[config.mk]
export PLATFORM = sky130hd
export DESIGN_NAME = dmem_arbiter
export DESIGN_NICKNAME = d
export VERILOG_FILES = /design/src/rtl/dmem_arbiter_pkg.sv /design/src/rtl/dmem_arbiter_pick.sv /design/src/rtl/dmem_arbiter.sv
export SDC_FILE = /design/constraint.sdc
export NUM_CORES = 1
export LEC_CHECK = 0
export ABC_AREA = 1
export CAP_MARGIN = 20
export CORE_MARGIN = 10
export CORE_UTILIZATION = 44
export DETAILED_ROUTE_END_ITERATION = 8
export PLACE_DENSITY = 0.79
export SETUP_SLACK_MARGIN = 0.2
export SLEW_MARGIN = 20
export SYNTH_ARGS = -nofsm -noshare
export SYNTH_HDL_FRONTEND = slang
export SYNTH_SLANG_ARGS = --single-unit
[constraint.sdc]
create_clock -name clk -period 1.65 [get_ports clk]
set_input_delay 0.165 -clock clk [delete_from_list [all_inputs] [get_ports clk]]
set_output_delay 0.165 -clock clk [all_outputs]
set_load 0.03 [all_outputs]
[src/rtl/dmem_arbiter_pkg.sv]
// Shared encodings for the data-memory arbiter: FSM states and requester IDs.
// Latency: n/a (types only). Backpressure: n/a.
package dmem_arbiter_pkg;

    typedef enum logic [1:0] {
        ST_IDLE  = 2'd0,
        ST_SERVE = 2'd1,
        ST_RESP  = 2'd2
    } state_t;

    localparam logic PORT_A = 1'b0;
    localparam logic PORT_B = 1'b1;

endpackage

[src/rtl/dmem_arbiter_pick.sv]
// Two-way round-robin picker: lock holder first, else prio on contention, else the lone requester.
// Latency: combinational. Backpressure: none; a losing request simply stays pending upstream.
module rr_pick2
    import dmem_arbiter_pkg::*;
(
    input  logic [1:0] req,
    input  logic       prio,
    input  logic       lock_hold,
    output logic       gnt_id,
    output logic       gnt_valid
);

    always_comb begin
        gnt_valid = |req;
        gnt_id    = PORT_A;
        if (lock_hold && req[prio]) begin
            gnt_id = prio;
        end else if (req == 2'b11) begin
            gnt_id = prio;
        end else if (req[1]) begin
            gnt_id = PORT_B;
        end
    end

endmodule

[src/rtl/dmem_arbiter.sv]
// Arbitrates a single-port data memory between ports A and B, one transaction at a time.
// Latency: 3 cycles per transaction (IDLE grant, SERVE access, RESP ack). Backpressure: req held until ack.
module dmem_arbiter
    import dmem_arbiter_pkg::*;
#(
    parameter int ADDR_W   = 4,
    parameter int DATA_W   = 8,
    parameter int LOCK_MAX = 4
) (
    input  logic              clk,
    input  logic              rst_n,
    input  logic              a_req,
    input  logic              a_we,
    input  logic              a_lock,
    input  logic [ADDR_W-1:0] a_addr,
    input  logic [DATA_W-1:0] a_wdata,
    output logic              a_ack,
    output logic [DATA_W-1:0] a_rdata,
    input  logic              b_req,
    input  logic              b_we,
    input  logic              b_lock,
    input  logic [ADDR_W-1:0] b_addr,
    input  logic [DATA_W-1:0] b_wdata,
    output logic              b_ack,
    output logic [DATA_W-1:0] b_rdata,
    output logic              mem_read,
    output logic              mem_write,
    output logic [ADDR_W-1:0] mem_addr,
    output logic [DATA_W-1:0] mem_wdata,
    input  logic [DATA_W-1:0] mem_rdata
);

    localparam int CNT_W = $clog2(LOCK_MAX + 1);

    state_t            state, state_nxt;
    logic              owner, owner_lock, prio, we_q;
    logic [ADDR_W-1:0] addr_q;
    logic [DATA_W-1:0] wdata_q;
    logic [CNT_W-1:0]  lock_cnt;

    logic [1:0] req;
    logic       owner_req, lock_at_max, lock_hold, pick_prio;
    logic       gnt_id, gnt_valid, grab, serve;

    assign req         = {b_req, a_req};
    assign owner_req   = (owner == PORT_B) ? b_req : a_req;
    assign lock_at_max = owner_lock && (lock_cnt == CNT_W'(LOCK_MAX));
    assign lock_hold   = owner_lock && owner_req && !lock_at_max;
    // An exhausted lock hands priority to the other port for this one pick.
    assign pick_prio   = lock_hold ? owner : (lock_at_max ? ~owner : prio);
    assign grab        = (state == ST_IDLE) && gnt_valid;
    assign serve       = (state == ST_SERVE);

    rr_pick2 u_pick (
        .req       (req),
        .prio      (pick_prio),
        .lock_hold (lock_hold),
        .gnt_id    (gnt_id),
        .gnt_valid (gnt_valid)
    );

    always_ff @(posedge clk or negedge rst_n) begin
        if (!rst_n) begin
            state <= ST_IDLE;
        end else begin
            state <= state_nxt;
        end
    end

    always_comb begin
        state_nxt = ST_IDLE;
        case (state)
            ST_IDLE:  state_nxt = gnt_valid ? ST_SERVE : ST_IDLE;
            ST_SERVE: state_nxt = ST_RESP;
            ST_RESP:  state_nxt = ST_IDLE;
            default:  state_nxt = ST_IDLE;
        endcase
    end

    always_comb begin
        mem_read  = serve && !we_q;
        mem_write = serve && we_q;
        mem_addr  = serve ? addr_q  : '0;
        mem_wdata = serve ? wdata_q : '0;
    end

    always_ff @(posedge clk or negedge rst_n) begin
        if (!rst_n) begin
            owner      <= PORT_A;
            owner_lock <= 1'b0;
            prio       <= PORT_A;
            we_q       <= 1'b0;
            addr_q     <= '0;
            wdata_q    <= '0;
            lock_cnt   <= '0;
        end else if (grab) begin
            owner      <= gnt_id;
            owner_lock <= (gnt_id == PORT_B) ? b_lock  : a_lock;
            we_q       <= (gnt_id == PORT_B) ? b_we    : a_we;
            addr_q     <= (gnt_id == PORT_B) ? b_addr  : a_addr;
            wdata_q    <= (gnt_id == PORT_B) ? b_wdata : a_wdata;
            lock_cnt   <= lock_hold ? lock_cnt + CNT_W'(1) : '0;
            if (!lock_hold && (req == 2'b11)) begin
                prio <= ~gnt_id;
            end
        end else if (state == ST_IDLE) begin
            lock_cnt <= '0;
        end
    end

    // Ack and read data land together at the SERVE->RESP edge; rdata holds until the next read.
    always_ff @(posedge clk or negedge rst_n) begin
        if (!rst_n) begin
            a_ack   <= 1'b0;
            b_ack   <= 1'b0;
            a_rdata <= '0;
            b_rdata <= '0;
        end else begin
            a_ack <= serve && (owner == PORT_A);
            b_ack <= serve && (owner == PORT_B);
            if (serve && !we_q && (owner == PORT_A)) begin
                a_rdata <= mem_rdata;
            end
            if (serve && !we_q && (owner == PORT_B)) begin
                b_rdata <= mem_rdata;
            end
        end
    end

endmodule

==> summary.txt <==
CTS
  • Number of CTS-inserted buffers: 5
  • Clock tree from TritonCTS: yes
  • Latest clock arrival within the worst-skew pair: 0.30 ns
  • Max Root-Sink Buffers: 2
  • Clock slew seen by the registers of the worst setup and hold paths: 0.08 ns
  • Num Clock Sinks: 39
  • Max H-tree Level: 2
  • Cell at the root of the clock tree: clkbuf_8

Detailed routing
  • Routed wire length: 5780 um
  • Remaining antenna violation count: 0
  • Routed length per placed instance: 14.8 um
  • Number of vias per cell: 4.88
  • Remaining DRCs: 0
  • Initial detailed-routing violation count: 138
  • Vias after detailed routing: 1,914
  • Detailed-router iteration count before antenna repair: 4

Placement
  • Weighted congestion reported at the end of routability-driven placement: 0.815
  • Placed cell count: 376
  • DPL Wire Length: 4040 um
  • Area of placed instances: 0.00269 mm^2
  • IO Port Bufs: 71
  • Post-Place Worst Slack: 0.0169 ns

STA
  • Worst slew pin tran: 0.513 ns
  • Final Hold Viols: 0
  • Tmin final: 1.49 ns
  • Worst slew slack as a fraction of its limit: 0.658
  • Final critical-path share of the clock period: 0.901
  • Max frequency: 0.672 GHz
  • Final max-slew violation count: 0
  • Sum Neg Setup Slack: 0 ns
  • Setup slack after layout: 0.163 ns
  • Endpoints failing setup: 0
  • Unrepaired setup endpoints after global routing: true
  • Fin Clk Skew: 0.0102 ns

Synth
  • Parity-gate share of the synthesized area counting xor and xnor cells: 0.00448
  • Mux share of post-synthesis cell area: 0
  • Simple-gate share of the synthesized area: 0.277
  • Post-synthesis cell count: 257
  • Share of synthesized area occupied by flip-flops and latches: 0.499
  • Combinational family with the most area after synthesis: simple AND/OR/NAND/NOR gates
  • Post-synthesis cell type count: 24
  • Fraction of the mapped netlist area in compound gates: 0.0679
  • Avg Synthesized Cell Area: 7.60 um^2
  • Post-synthesis cell area: 0.00195 mm^2
  • Cell types occupying the most area after synthesis: dfrtp_1 50%, nand2_1 13%, inv_1 11%
  • #FFs+latches synth: 39
  • Yosys Warn Count: 0
  • Synthesized-area fraction occupied by adder cells: 0.0128
  • Fraction of post-synthesis cell area in the top cell type by area: 0.499
  • Library cell occupying the most area in the post-synthesis netlist: dfrtp_1
  • Synthesized netlist net count: 299

Floorplanning
  • Chip Width: 86.6 um
  • Initial Utilization: 0.452
  • Total Die Area: 0.00751 mm^2
  • Standard-cell row count: 24
  • Height of the die: 86.6 um
  • Boundary pin count: 72
  • Core area: 0.00432 mm^2

Global routing
  • Vias in the first global route: 1,842
  • Initial antenna violation count: 0
  • GRT overflow: 0
  • Pin count of the biggest net entering global routing: 22
  • GRT Util Overall: 0.149
  • Wire length of the first global-routing pass: 8910 um

Finish
  • Post-Layout Inst Area: 0.00299 mm^2
  • Diodes inserted: 0
  • Most common cell after layout, fill and taps aside: nand2_1
  • Number of fill cells in the layout: 357
  • Layout cell share with drive strength beyond 1: 0.203
  • Seq. cell area: 977 um^2
  • Fin cells: 392
  • Number of nets in the layout: 381
  • Syn-to-layout area delta: 52.8%
  • Most frequent cells in the layout: 65 x nand2_1, 53 x inv_1, 38 x dfrtp_1, 38 x clkdlybuf4s50_1, 21 x buf_4
  • Area of the multi-input gates: 830 um^2

Worst setup path
  • CP arrival: 1.67 ns
  • CP Max Fanout: 4
  • Critical path capture point type: register
  • Class of the most critical setup path: reg -> reg
  • Sort of element at the start of the critical path: register
  • Data required time of the critical path: 1.83 ns

Worst hold path
  • Min-Delay Path Class: in -> async

Pwr
  • Power density over cell area: 1820 mW/mm^2
  • Highest ir drop seen on vdd: 0.828 mV
  • Leakage power figure: 1.62 nW

Outcome
  • Status: complete, no violations

Run
  • Max-cap violations: 0
metrics by stage:
step | total power, mW | util | hold slack [ns]
2_1_floorplan | 3.40 | - | -0.131
3_3_place_gp | 4.41 | 0.622 | 0.154
3_5_place_dp | 4.48 | 0.622 | 0.166
4_1_cts | 5.26 | 0.660 | 0.378
5_1_grt | 5.82 | 0.691 | 0.411
6_report | 5.44 | 0.691 | 0.366
state kept, by name, indices dropped and copies added, names as in the netlist:
register	cells
a_ack	1
a_rdata	8
addr_q	4
b_ack	1
b_rdata	8
lock_cnt	3
owner	1
owner_lock	1
prio	1
state	2
wdata_q	8
we_q	1
layout make-up:
type / count / share of cell area
flip-flops and latches: 39 / 0.327
well taps: 52 / 0.0218
repair buffers: 84 / 0.261
clock buffers: 5 / 0.0230
inverters: 58 / 0.0746
clock inverters: 3 / 0.0147
multi-input cells: 151 / 0.278
cell usage after synthesis, drive strengths merged:
cell	instances
nand2	71
inv	58
dfrtp	39
nand3	31
nor2	20
o21ai	19
buf	6
clkbuf	3
ha	2
nand4	2
o22ai	2
a21oi	1
o2111ai	1
o31ai	1
xnor2	1
report_power, final:
| part | switching (mW) | total (mW) | internal [mW] |
|---|---|---|---|
| sequential | 0.300 | 1.71 | 1.41 |
| combinational | 1.86 | 2.92 | 1.05 |
| clock | 0.359 | 0.810 | 0.451 |
| total | 2.52 | 5.44 | 2.92 |
cells by family after synthesis:
kind of cell	Yosys count
adders and majority gates	2
buffers and inverters	67
AOI/OAI and AO/OA	24
xor gates and xnor gates	1
DFF	39
and+or+nand+nor	124
critical path, cell delays in order (launching register included):
cell,delay [ns]
dfrtp_1,0.39
inv_2,0.09
ha_4,0.17
nand3_4,0.09
nand2_2,0.08
nand3_2,0.08
nand2_4,0.14
buf_4,0.13
nand3_1,0.07
nand3_1,0.10
nand2_1,0.05
routing by layer:
layer,vias to the layer above,track usage,wire length (um)
met5,-,0,0
met4,0,0.0648,146
met3,12,0.0403,303
met2,61,0.246,3050
met1,898,0.176,2280
li1,943,-,-
worst paths after layout:
path                                          from                      to  slack (ns)  cells past startpoint
setup / recovery           lock_cnt[0]$_DFFE_PN0P_        we_q$_DFFE_PN0P_        0.16                     10
hold / removal                               rst_n  wdata_q[2]$_DFFE_PN0P_        0.37                      2
setup reg to reg           lock_cnt[0]$_DFFE_PN0P_        we_q$_DFFE_PN0P_        0.16                     10
min in group clk                      mem_rdata[6]  a_rdata[6]$_DFFE_PN0P_        0.43                      3
max in group asynchronous                    rst_n      state[1]$_DFF_PN0_        0.80                      3
hold reg to reg             b_rdata[2]$_DFFE_PN0P_  b_rdata[2]$_DFFE_PN0P_        0.49                      2
repair_timing:
| item | CTS | global route |
|---|---|---|
| setup buffers | 5 | 2 |
| hold buffers | 1 | 0 |
| resized for setup | 26 | 28 |
| endpoints found under the setup margin | 48 | 40 |
| pin swaps | 3 | 22 |
| hold endpoints to repair | 20 | 0 |
(Power assumes the default switching activity.)
